### src/rtl/ketchup_sha3_fifo_axi_if.sv
// AXI4-Lite bus bundle between the PS interconnect and the SHA-3 front end.
interface ketchup_sha3_fifo_axi_if #(
    parameter int ADDR_W = 7,
    parameter int DATA_W = 32
);
    logic [ADDR_W-1:0]   awaddr;
    logic [2:0]          awprot;
    logic                awvalid, awready;
    logic [DATA_W-1:0]   wdata;
    logic [DATA_W/8-1:0] wstrb;
    logic                wvalid, wready;
    logic [1:0]          bresp;
    logic                bvalid, bready;
    logic [ADDR_W-1:0]   araddr;
    logic [2:0]          arprot;
    logic                arvalid, arready;
    logic [DATA_W-1:0]   rdata;
    logic [1:0]          rresp;
    logic                rvalid, rready;

    modport slave (
        input  awaddr, awprot, awvalid, wdata, wstrb, wvalid, bready,
        input  araddr, arprot, arvalid, rready,
        output awready, wready, bresp, bvalid, arready, rdata, rresp, rvalid
    );
    modport master (
        output awaddr, awprot, awvalid, wdata, wstrb, wvalid, bready,
        output araddr, arprot, arvalid, rready,
        input  awready, wready, bresp, bvalid, arready, rdata, rresp, rvalid
    );
endinterface

### src/rtl/ketchup_sha3_fifo_axi.sv
// AXI4-Lite front end for the keccak core: buffered message FIFO, absorb/squeeze
// sequencing, latched digest, sticky error flags and a level interrupt.
module ketchup_sha3_fifo_axi #(
    parameter int C_S_AXI_DATA_WIDTH = 32,
    parameter int C_S_AXI_ADDR_WIDTH = 7,
    parameter int C_FIFO_DEPTH       = 16
) (
    input  logic                   S_AXI_ACLK,
    input  logic                   S_AXI_ARESET,
    ketchup_sha3_fifo_axi_if.slave s_axi,
    output logic                   core_reset,
    output logic [31:0]            core_in,
    output logic                   core_in_ready,
    output logic                   core_is_last,
    output logic [1:0]             core_byte_num,
    output logic [1:0]             core_out_size,
    input  logic                   core_buffer_full,
    input  logic [511:0]           core_out,
    input  logic                   core_out_ready,
    output logic                   irq
);
    localparam int PW = (C_FIFO_DEPTH > 1) ? $clog2(C_FIFO_DEPTH) : 1;
    localparam int CW = PW + 1;

    typedef enum logic [1:0] {RST = 2'd0, ABSORB = 2'd1, SQUEEZE = 2'd2, DONE = 2'd3} state_e;
    typedef struct packed {
        logic [31:0] word;
        logic        last;
        logic [1:0]  bnum;
    } entry_t;

    state_e                        state_q;
    logic                          rcnt_q;
    logic                          awready_q, bvalid_q, arready_q, rvalid_q;
    logic [1:0]                    bresp_q;
    logic [C_S_AXI_DATA_WIDTH-1:0] rdata_q, rdata_d;
    logic [1:0]                    bnum_q, osize_q;
    logic                          irqen_q;
    logic [511:0]                  digest_q;
    logic                          dv_q, ovf_q, seq_q, irq_q;
    logic                          core_reset_q, cir_q, last_q;
    logic [31:0]                   cin_q;
    logic [1:0]                    cbn_q;
    entry_t                        mem_q [C_FIFO_DEPTH];
    logic [PW-1:0]                 wr_q, rd_q;
    logic [CW-1:0]                 cnt_q, cnt_d;

    logic [4:0]  aw_idx, ar_idx, dsel;
    logic        wr_hs, rd_hs, push_req, push_ok, pop, start, ack, ctrl_we, full, empty;
    entry_t      push_e, head;
    logic [31:0] ctrl, status;

    assign aw_idx   = s_axi.awaddr[C_S_AXI_ADDR_WIDTH-1:2];
    assign ar_idx   = s_axi.araddr[C_S_AXI_ADDR_WIDTH-1:2];
    assign dsel     = ar_idx - 5'd5;
    assign wr_hs    = s_axi.awvalid && s_axi.wvalid && awready_q;
    assign rd_hs    = s_axi.arvalid && arready_q;
    assign full     = (cnt_q == CW'(C_FIFO_DEPTH));
    assign empty    = (cnt_q == '0);
    assign push_req = wr_hs && (aw_idx == 5'd2 || aw_idx == 5'd3);
    assign push_ok  = push_req && (state_q == ABSORB) && !full;
    assign start    = wr_hs && (aw_idx == 5'd4) && s_axi.wdata[0];
    assign ack      = wr_hs && (aw_idx == 5'd4) && s_axi.wdata[1];
    assign ctrl_we  = wr_hs && (aw_idx == 5'd0);
    assign push_e   = {s_axi.wdata[31:0], aw_idx == 5'd3, (aw_idx == 5'd3) ? bnum_q : 2'b00};
    // An empty FIFO forwards the word being pushed so it reaches the core a cycle earlier.
    assign head     = empty ? push_e : mem_q[rd_q];
    assign pop      = (state_q == ABSORB) && (!empty || push_ok) && !core_buffer_full && !cir_q && !start;
    assign cnt_d    = cnt_q + CW'(push_ok) - CW'(pop);

    assign ctrl   = {23'd0, irqen_q, 2'b00, osize_q, 2'b00, bnum_q};
    assign status = {13'd0, 1'b0, state_q, 8'(cnt_q), 2'b00, seq_q, ovf_q,
                     core_buffer_full, empty, full, dv_q};

    always_comb begin
        rdata_d = '0;
        if (ar_idx == 5'd0)                         rdata_d = ctrl;
        else if (ar_idx == 5'd1)                    rdata_d = status;
        else if (ar_idx >= 5'd5 && ar_idx <= 5'd20) rdata_d = digest_q[{~dsel[3:0], 5'b0} +: 32];
    end

    always_ff @(posedge S_AXI_ACLK) begin
        if (push_ok) mem_q[wr_q] <= push_e;
    end

    always_ff @(posedge S_AXI_ACLK or posedge S_AXI_ARESET) begin
        if (S_AXI_ARESET) begin
            awready_q <= 1'b0;
            bvalid_q  <= 1'b0;
            bresp_q   <= 2'b00;
            arready_q <= 1'b0;
            rvalid_q  <= 1'b0;
            rdata_q   <= '0;
            bnum_q    <= 2'b00;
            osize_q   <= 2'b00;
            irqen_q   <= 1'b0;
        end else begin
            awready_q <= !awready_q && !bvalid_q && s_axi.awvalid && s_axi.wvalid;
            if (wr_hs) begin
                bvalid_q <= 1'b1;
                bresp_q  <= (push_req && !push_ok) ? 2'b10 : 2'b00;
            end else if (s_axi.bready) begin
                bvalid_q <= 1'b0;
            end
            arready_q <= !arready_q && !rvalid_q && s_axi.arvalid;
            if (rd_hs) begin
                rvalid_q <= 1'b1;
                rdata_q  <= rdata_d;
            end else if (s_axi.rready) begin
                rvalid_q <= 1'b0;
            end
            if (ctrl_we && s_axi.wstrb[0]) begin
                bnum_q  <= s_axi.wdata[1:0];
                osize_q <= s_axi.wdata[5:4];
            end
            if (ctrl_we && s_axi.wstrb[1]) irqen_q <= s_axi.wdata[8];
        end
    end

    always_ff @(posedge S_AXI_ACLK or posedge S_AXI_ARESET) begin
        if (S_AXI_ARESET) begin
            state_q      <= RST;
            rcnt_q       <= 1'b0;
            core_reset_q <= 1'b1;
            cir_q        <= 1'b0;
            last_q       <= 1'b0;
            cin_q        <= '0;
            cbn_q        <= 2'b00;
            wr_q         <= '0;
            rd_q         <= '0;
            cnt_q        <= '0;
            digest_q     <= '0;
            dv_q         <= 1'b0;
            ovf_q        <= 1'b0;
            seq_q        <= 1'b0;
            irq_q        <= 1'b0;
        end else begin
            cir_q  <= pop;
            last_q <= pop && head.last;
            if (pop) begin
                cin_q <= head.word;
                cbn_q <= head.bnum;
            end
            if (push_ok) wr_q <= wr_q + PW'(1);
            if (pop)     rd_q <= rd_q + PW'(1);
            cnt_q <= cnt_d;
            if (push_req && !push_ok) begin
                if (state_q == ABSORB) ovf_q <= 1'b1;
                else                   seq_q <= 1'b1;
            end
            if (ack) begin
                irq_q <= 1'b0;
                ovf_q <= 1'b0;
                seq_q <= 1'b0;
            end
            case (state_q)
                RST: begin
                    if (rcnt_q) begin
                        state_q      <= ABSORB;
                        core_reset_q <= 1'b0;
                    end else begin
                        rcnt_q <= 1'b1;
                    end
                end
                ABSORB:  if (pop && head.last) state_q <= SQUEEZE;
                SQUEEZE: begin
                    if (core_out_ready) begin
                        digest_q <= core_out;
                        dv_q     <= 1'b1;
                        irq_q    <= irqen_q;
                        state_q  <= DONE;
                    end
                end
                default: ;
            endcase
            // START overrides any pop, latch or flag update in the same cycle.
            if (start) begin
                state_q      <= RST;
                rcnt_q       <= 1'b0;
                core_reset_q <= 1'b1;
                wr_q         <= '0;
                rd_q         <= '0;
                cnt_q        <= '0;
                digest_q     <= '0;
                dv_q         <= 1'b0;
                ovf_q        <= 1'b0;
                seq_q        <= 1'b0;
                irq_q        <= 1'b0;
            end
        end
    end

    assign s_axi.awready = awready_q;
    assign s_axi.wready  = awready_q;
    assign s_axi.bresp   = bresp_q;
    assign s_axi.bvalid  = bvalid_q;
    assign s_axi.arready = arready_q;
    assign s_axi.rdata   = rdata_q;
    assign s_axi.rresp   = 2'b00;
    assign s_axi.rvalid  = rvalid_q;

    assign core_reset    = core_reset_q;
    assign core_in       = cin_q;
    assign core_in_ready = cir_q;
    assign core_is_last  = last_q;
    assign core_byte_num = cbn_q;
    assign core_out_size = osize_q;
    assign irq           = irq_q;

    logic unused_ok;
    assign unused_ok = ^{s_axi.awprot, s_axi.arprot, s_axi.awaddr[1:0], s_axi.araddr[1:0],
                         s_axi.wstrb[3:2], dsel[4]};
endmodule

### src/flat_wrapper.sv
// flat-port wrapper written by rule: the top's interface ports become plain ports
module ketchup_sha3_fifo_axi_flat 
#(
    parameter int C_S_AXI_DATA_WIDTH = 32,
    parameter int C_S_AXI_ADDR_WIDTH = 7,
    parameter int C_FIFO_DEPTH       = 16
)
  (S_AXI_ACLK, S_AXI_ARESET, core_reset, core_in, core_in_ready, core_is_last, core_byte_num, core_out_size, core_buffer_full, core_out, core_out_ready, irq, s_axi_awaddr, s_axi_awprot, s_axi_awvalid, s_axi_wdata, s_axi_wstrb, s_axi_wvalid, s_axi_bready, s_axi_araddr, s_axi_arprot, s_axi_arvalid, s_axi_rready, s_axi_awready, s_axi_wready, s_axi_bresp, s_axi_bvalid, s_axi_arready, s_axi_rdata, s_axi_rresp, s_axi_rvalid);
  ketchup_sha3_fifo_axi_if #(.ADDR_W(7), .DATA_W(32)) s_axi_i ();
  input  logic S_AXI_ACLK;
  input  logic S_AXI_ARESET;
  output logic core_reset;
  output logic [31:0] core_in;
  output logic core_in_ready;
  output logic core_is_last;
  output logic [1:0] core_byte_num;
  output logic [1:0] core_out_size;
  input  logic core_buffer_full;
  input  logic [511:0] core_out;
  input  logic core_out_ready;
  output logic irq;
  input wire logic [$bits(s_axi_i.awaddr)-1:0] s_axi_awaddr;
  input wire logic [$bits(s_axi_i.awprot)-1:0] s_axi_awprot;
  input wire logic [$bits(s_axi_i.awvalid)-1:0] s_axi_awvalid;
  input wire logic [$bits(s_axi_i.wdata)-1:0] s_axi_wdata;
  input wire logic [$bits(s_axi_i.wstrb)-1:0] s_axi_wstrb;
  input wire logic [$bits(s_axi_i.wvalid)-1:0] s_axi_wvalid;
  input wire logic [$bits(s_axi_i.bready)-1:0] s_axi_bready;
  input wire logic [$bits(s_axi_i.araddr)-1:0] s_axi_araddr;
  input wire logic [$bits(s_axi_i.arprot)-1:0] s_axi_arprot;
  input wire logic [$bits(s_axi_i.arvalid)-1:0] s_axi_arvalid;
  input wire logic [$bits(s_axi_i.rready)-1:0] s_axi_rready;
  output wire logic [$bits(s_axi_i.awready)-1:0] s_axi_awready;
  output wire logic [$bits(s_axi_i.wready)-1:0] s_axi_wready;
  output wire logic [$bits(s_axi_i.bresp)-1:0] s_axi_bresp;
  output wire logic [$bits(s_axi_i.bvalid)-1:0] s_axi_bvalid;
  output wire logic [$bits(s_axi_i.arready)-1:0] s_axi_arready;
  output wire logic [$bits(s_axi_i.rdata)-1:0] s_axi_rdata;
  output wire logic [$bits(s_axi_i.rresp)-1:0] s_axi_rresp;
  output wire logic [$bits(s_axi_i.rvalid)-1:0] s_axi_rvalid;
  assign s_axi_i.awaddr = s_axi_awaddr;
  assign s_axi_i.awprot = s_axi_awprot;
  assign s_axi_i.awvalid = s_axi_awvalid;
  assign s_axi_i.wdata = s_axi_wdata;
  assign s_axi_i.wstrb = s_axi_wstrb;
  assign s_axi_i.wvalid = s_axi_wvalid;
  assign s_axi_i.bready = s_axi_bready;
  assign s_axi_i.araddr = s_axi_araddr;
  assign s_axi_i.arprot = s_axi_arprot;
  assign s_axi_i.arvalid = s_axi_arvalid;
  assign s_axi_i.rready = s_axi_rready;
  assign s_axi_awready = s_axi_i.awready;
  assign s_axi_wready = s_axi_i.wready;
  assign s_axi_bresp = s_axi_i.bresp;
  assign s_axi_bvalid = s_axi_i.bvalid;
  assign s_axi_arready = s_axi_i.arready;
  assign s_axi_rdata = s_axi_i.rdata;
  assign s_axi_rresp = s_axi_i.rresp;
  assign s_axi_rvalid = s_axi_i.rvalid;
  ketchup_sha3_fifo_axi #(.C_S_AXI_DATA_WIDTH(C_S_AXI_DATA_WIDTH), .C_S_AXI_ADDR_WIDTH(C_S_AXI_ADDR_WIDTH), .C_FIFO_DEPTH(C_FIFO_DEPTH)) u_core (.S_AXI_ACLK(S_AXI_ACLK), .S_AXI_ARESET(S_AXI_ARESET), .s_axi(s_axi_i), .core_reset(core_reset), .core_in(core_in), .core_in_ready(core_in_ready), .core_is_last(core_is_last), .core_byte_num(core_byte_num), .core_out_size(core_out_size), .core_buffer_full(core_buffer_full), .core_out(core_out), .core_out_ready(core_out_ready), .irq(irq));
endmodule
### config.mk
export PLATFORM = sky130hd
export DESIGN_NAME = ketchup_sha3_fifo_axi_flat
export DESIGN_NICKNAME = d
export VERILOG_FILES = /design/src/rtl/ketchup_sha3_fifo_axi_if.sv /design/src/rtl/ketchup_sha3_fifo_axi.sv /design/src/flat_wrapper.sv
export SDC_FILE = /design/constraint.sdc
export NUM_CORES = 2
export LEC_CHECK = 0
export BUFFER_PORTS_ARGS = -buffer_cell sky130_fd_sc_hd__buf_2
export CORE_AREA = 10 10 435 331
export CTS_CLUSTER_DIAMETER = 40
export DETAILED_ROUTE_END_ITERATION = 8
export DIE_AREA = 0 0 445 341
export PLACE_DENSITY = 0.66
export SKIP_CTS_REPAIR_TIMING = 1
export SYNTH_ARGS = -nofsm -noshare
export SYNTH_HDL_FRONTEND = slang
export SYNTH_SLANG_ARGS = --single-unit
### constraint.sdc
create_clock -name S_AXI_ACLK -period 20.4 [get_ports S_AXI_ACLK]
set_input_delay 4.08 -clock S_AXI_ACLK [delete_from_list [all_inputs] [get_ports S_AXI_ACLK]]
set_output_delay 4.08 -clock S_AXI_ACLK [all_outputs]
set_load 0.1 [all_outputs]
### After elaboration in Yosys (flattened, before gate mapping)

Memories as Yosys holds them, arrays and structs flattened.
Index checks and enable logic that the tools add are counted.

* flip-flop bits (word level): 612
* RAM bits: 560
* bits of input ports: 577
* output and inout port bits: 81
* word-level logic and storage cells: 146
* memories kept: 1

* $add $sub $neg: 5
* $lt $le $gt $ge: 2
* eq/ne operators: 11
* shifts and indexed selects: 1
* mux-type cells: 45
* bitwise operators: 1
* reduce and logical (&&, ||, !) cells: 56

Memory list
* u_core.mem_q: depth 16, width 35, read ports 1, clocked after memory_dff 0, write ports 1, line ketchup_sha3_fifo_axi.sv:44 `entry_t mem_q [C_FIFO_DEPTH];`

Operators with widths (count)
* 2-to-1 mux 512 bit: 3
* variable part select 512 x 10 -> 32 bit: 1
* 2-to-1 mux 32 bit: 3
* 2-to-1 mux 35 bit: 1
* 2-to-1 mux 1 bit: 26
* logical AND 1 bit: 24
* 2-to-1 mux 4 bit: 4
* nonzero test 2 bit: 8
* zero test 5 bit: 3
* 2-to-1 mux 2 bit: 6
* equality test 5 x 2 -> 1 bit (second input constant): 2
* zero test 1 bit: 10
* adder 4 x 1 -> 4 bit (second input constant): 2
* AND reduction 2 bit: 4
* != test 3 x 1 -> 1 bit (second input constant): 2
* != test 3 x 2 -> 1 bit (second input constant): 2
* one-hot mux 2 bit (3 select lines): 1
* nonzero test 3 bit: 2
* adder 5 x 1 -> 5 bit: 1
* equality test 5 x 1 -> 1 bit (second input constant): 1
* equality test 5 x 3 -> 1 bit (second input constant): 1
* equality test 5 bit (second input constant): 1
* greater-or-equal comparator 5 x 3 -> 1 bit (second input constant): 1
* less-or-equal comparator 5 bit (second input constant): 1
* other kinds (10): 11

### Logic depth before layout (Yosys ltp)

* depth in word-level cells: 14
* mapped depth: 18
* depth with buffers taken out: 16

### Worst setup path after synthesis

No wires, ideal clock.

* path type: in2reg
* start point: input port s_axi_awaddr[5]
* end point: memory u_core.mem_q[4][0] (netlist bit), enable pin
* setup time: 0.471 ns
* data arrival time: 7.650 ns
* required time: 19.929 ns
* slack: 12.280 ns
* stages on the path: 4
* path buffers: 0
* cell sequence: or4b_1 -> nor4_4 -> nand2_1 -> nor3_1

* longest elaborated chain between the ends: 7
* elaborated cells on any way between the ends: 8
* those cells by class: 2 x eq/ne; 2 x mux; 4 x reduce/logical

Ends and longest elaborated chain
* start: declaration: line flat_wrapper.sv:22 `input wire logic [$bits(s_axi_i.awaddr)-1:0] s_axi_awaddr;`
* equality test 5 x 2 -> 1 bit: line ketchup_sha3_fifo_axi.sv:60 `assign push_req = wr_hs && (aw_idx == 5'd2 || aw_idx == 5'd3);`
* logical OR 1 bit (*): line ketchup_sha3_fifo_axi.sv:60
* logical AND 1 bit (*): line ketchup_sha3_fifo_axi.sv:60
* logical AND 1 bit (*) (2 in a row): line ketchup_sha3_fifo_axi.sv:61 `assign push_ok = push_req && (state_q == ABSORB) && !full;`
* 2-to-1 mux 1 bit (*): line ketchup_sha3_fifo_axi.sv:83 `if (push_ok) mem_q[wr_q] <= push_e;`
* 2-to-1 mux 1 bit (not written as such) (*): line ketchup_sha3_fifo_axi.sv:83
* end: declaration: line ketchup_sha3_fifo_axi.sv:44

Every way passes the cells marked *; elsewhere a longest branch is shown, timed or not.

### Worst setup path after layout

* start point: input port s_axi_awaddr[2]
* end point: register u_core.digest_q[184]

* longest elaborated chain between the ends: 5
* elaborated cells on any way between the ends: 7
* those cells by class: 1 x eq/ne; 1 x mux; 5 x reduce/logical

Ends and longest elaborated chain
* equality test 5 x 3 -> 1 bit (*): line ketchup_sha3_fifo_axi.sv:62 `assign start = wr_hs && (aw_idx == 5'd4) && s_axi.wdata[0];`
* logical AND 1 bit (*) (2 in a row): line ketchup_sha3_fifo_axi.sv:62
* nonzero test 2 bit (no line)
* AND reduction 2 bit (no line)
* end signal: assignment: line ketchup_sha3_fifo_axi.sv:168 `digest_q <= core_out;`
* end: declaration: line ketchup_sha3_fifo_axi.sv:39 `logic [511:0] digest_q;`

Marks and branches as above.
A chain may end at the register's enable or synchronous reset.

==> results.py <==
metrics = {
    "status": {
        "status": "finished, final reports clean",
    },
    "pwr": {
        "power_per_cell_area_mw_per_mm2": 146,
        "p_leak_nw": 23.9,
        "power_mw": 8.72,
        "vdd_drop_max_v": 0.0000932,
    },
    "drt": {
        "first_pass_iters": 6,
        "totalWireLength_mm": 173,
        "wl_per_cell_um": 26.9,
        "avgViaCountPerCell": 5.48,
        "vias": 35200,
        "drtIter0Drc": 4155,
        "ant_nets": 0,
        "drcViolationCount": 0,
    },
    "die": {
        "rows": 117,
        "start_util": 0.368,
        "io_pins": 658,
        "fp.dieW_um": 445,
        "die-area_mm2": 0.152,
        "die_y_um": 341,
        "core_mm2": 0.135,
    },
    "run": {
        "maxCapViolCount": 0,
    },
    "worst_setup_path": {
        "crit_path_cell_trace": "buf_2, nor4_1, and4_4, buf_4, buf_4, buf_12, a21oi_1",
        "cp_slowest_stage_delay_ps": 940,
        "crit_fanout": 209,
        "crit_required_ps": 21000,
        "cp_top_family": "buffers and inverters",
        "crit_top_cell": "buf_4",
        "cp_num_buf_inv": 4,
        "crit_slowest_cell": "and4_4",
        "crit_arrival_ps": 8590,
        "startpoint_type": "input port",
        "setup.worst_path.class": "in -> reg",
        "cp-end-kind": "register",
    },
    "sta": {
        "tightest_slew_ps": 1200,
        "rsz0062_at_grt": "no",
        "relSlewSlack": 0.198,
        "tns_ps": 0,
        "setup_ws_ps": 12410,
        "hold_violations": 0,
        "setup_viol": 0,
        "skew_ps": 33.0,
        "drv_slew": 0,
        "max_freq_mhz": 125,
        "timing.final.crit_share": 0.392,
        "timing.final.crit_period_ps": 7990,
    },
    "final_layout": {
        "fillerInstances": 12400,
        "stdcell_area_mm2": 0.0596,
        "final_core_util": 0.441,
        "area_growth_pct": 19.8,
        "drive_above_1_share": 0.275,
        "nNetsFinal": 5092,
    },
    "clock_tree": {
        "clk_path_buf_depth": 3,
        "cts_tree": "done",
        "clk_pin_slew_ps": 60,
        "root_buffer": "clkbuf_16",
        "cts.sinks": 1171,
        "clock_latency_ps": 790,
        "numCtsBuffers": 144,
        "htree_levels": 4,
    },
    "yosys": {
        "postSynthAreaPerCell_um2": 12.6,
        "synth.most_common_cell": "nand2_1",
        "synth-compound-area-share": 0.0720,
        "synth_cell_types": 55,
        "synth_xor_area_frac": 0.00211,
        "synth_edf_count": 560,
        "yosysSeqAreaShare": 0.646,
        "synth_common_cells": "1251 x nand2_1, 610 x dfrtp_1, 598 x a21oi_1, 560 x edfxtp_1, 293 x mux4_2",
        "synthFlopType": "dfrtp_1",
        "async_flop_share": 0.522,
        "synthCells": 3940,
        "ys_warn_count": 0,
        "ys_seq_elements": 1171,
        "ys_top_cells_by_area": "edfxtp_1 34%, dfrtp_1 31%, mux4_2 13%",
        "netlist.area_leader.share": 0.338,
        "synthAdderAreaFrac": 0.00493,
        "yosysTopAreaCell": "edfxtp_1",
        "synth_top_family_by_area": "multiplexers",
        "muxShareOfSynthArea": 0.138,
        "synthSimpleGateAreaFrac": 0.111,
        "synth.cell_area_mm2": 0.0497,
    },
    "global_route": {
        "grt_start_max_net_pins": 215,
        "grt_pass1_wl_mm": 245,
        "grt_usage": 0.219,
        "overflow": 0,
        "grt_pass1_vias": 34900,
        "antenna_found_initial": 40,
    },
    "place": {
        "gp_congestion": 0.919,
        "placed_area_mm2": 0.0546,
        "port_buffers": 642,
        "dpl.hpwl_mm": 117,
        "place_ws_ps": 11720,
    },
    "worst_hold_path": {
        "hold_class": "reg -> reg",
    },
}
==> path summary, 6_finish.rpt <==
| kind | to | from | depth (start not counted) | slack, ps |
|---|---|---|---|---|
| setup / recovery | u_core.digest_q[184] | s_axi_awaddr[2] | 7 | 12410 |
| setup reg to reg | u_core.digest_q[175] | u_core.state_q[0] | 8 | 15590 |
| min in group asynchronous | u_core.digest_q[83] | S_AXI_ARESET | 3 | 3590 |
| hold / removal | u_core.s_axi.awready | u_core.s_axi.bvalid | 1 | 460 |
| hold reg to reg | u_core.s_axi.awready | u_core.s_axi.bvalid | 1 | 460 |
| max in group asynchronous | u_core.digest_q[478] | S_AXI_ARESET | 6 | 13470 |
==> sequential cells by signal, summed over array words and instances, names as in the netlist, 2 cells and up <==
register              cells
u_core.state_q            2
u_core.core_byte_num      2
u_core.core_out_size      2
u_core.bnum_q             2
u_core.wr_q               4
u_core.core_in           32
u_core.rd_q               4
u_core.cnt_q              5
u_core.digest_q         512
u_core.mem_q            560
u_core.s_axi.rdata       32
==> layout by cell type (no fill, tap or decap), types with 13 or more instances in the layout <==
master,count
o21ai_1,29
a21oi_1,598
mux4_2,293
clkinv_2,14
inv_1,22
diode_2,30
dfrtp_1,606
nor2_1,57
ha_1,17
o21ai_0,32
mux2i_1,20
clkbuf_8,13
buf_4,51
nand3_1,38
nand2_1,1249
buf_2,641
clkbuf_16,148
clkbuf_1,23
edfxtp_1,560
inv_6,13
==> layout make-up <==
cell class / count / area, um2 / share of cell area
tap: 1785 / 2230 / 0.0375
antenna: 30 / 75.1 / 0.00126
sequential: 1171 / 32100 / 0.539
multi-input combinational: 2458 / 16500 / 0.277
clock buffer: 184 / 3970 / 0.0666
timing repair buffer: 697 / 3690 / 0.0619
clock inverter: 84 / 938 / 0.0157
inverter: 24 / 93.8 / 0.00157
==> layer usage <==
| layer | track usage | up-vias | share of wire |
|---|---|---|---|
| met1 | 0.299 | 18100 | 0.40 |
| met2 | 0.324 | 1622 | 0.46 |
| met5 | 0 | - | 0.00027 |
| li1 | - | 15200 | - |
| met3 | 0.0590 | 342 | 0.092 |
| met4 | 0.106 | 8 | 0.046 |
==> cells by family (layout without fill, tap and decap cells) <==
group | count (synthesis) | after routing
AOI/OAI and AO/OA | 696 | 696
xor gates and xnor gates | 12 | 12
adders and majority gates | 19 | 19
buffers and inverters | 313 | 989
DFF | 1171 | 1171
muxes | 320 | 320
other | 1 | 33
and+or+nand+nor | 1408 | 1408
==> stage by stage <==
stage          hold WS [ps]  cells
2_1_floorplan           467   3942
3_3_place_gp            433   6135
3_5_place_dp            438   6135
4_1_cts                 447   6403
5_1_grt                 469   6429
6_report                455   6433
==> where the power goes <==
group / switching, mW / internal [mW]
clock network: 1.08 / 1.52
logic: 1.66 / 1.02
registers: 0.425 / 3.00
No activity file was read; power rests on OpenSTA's default activity.
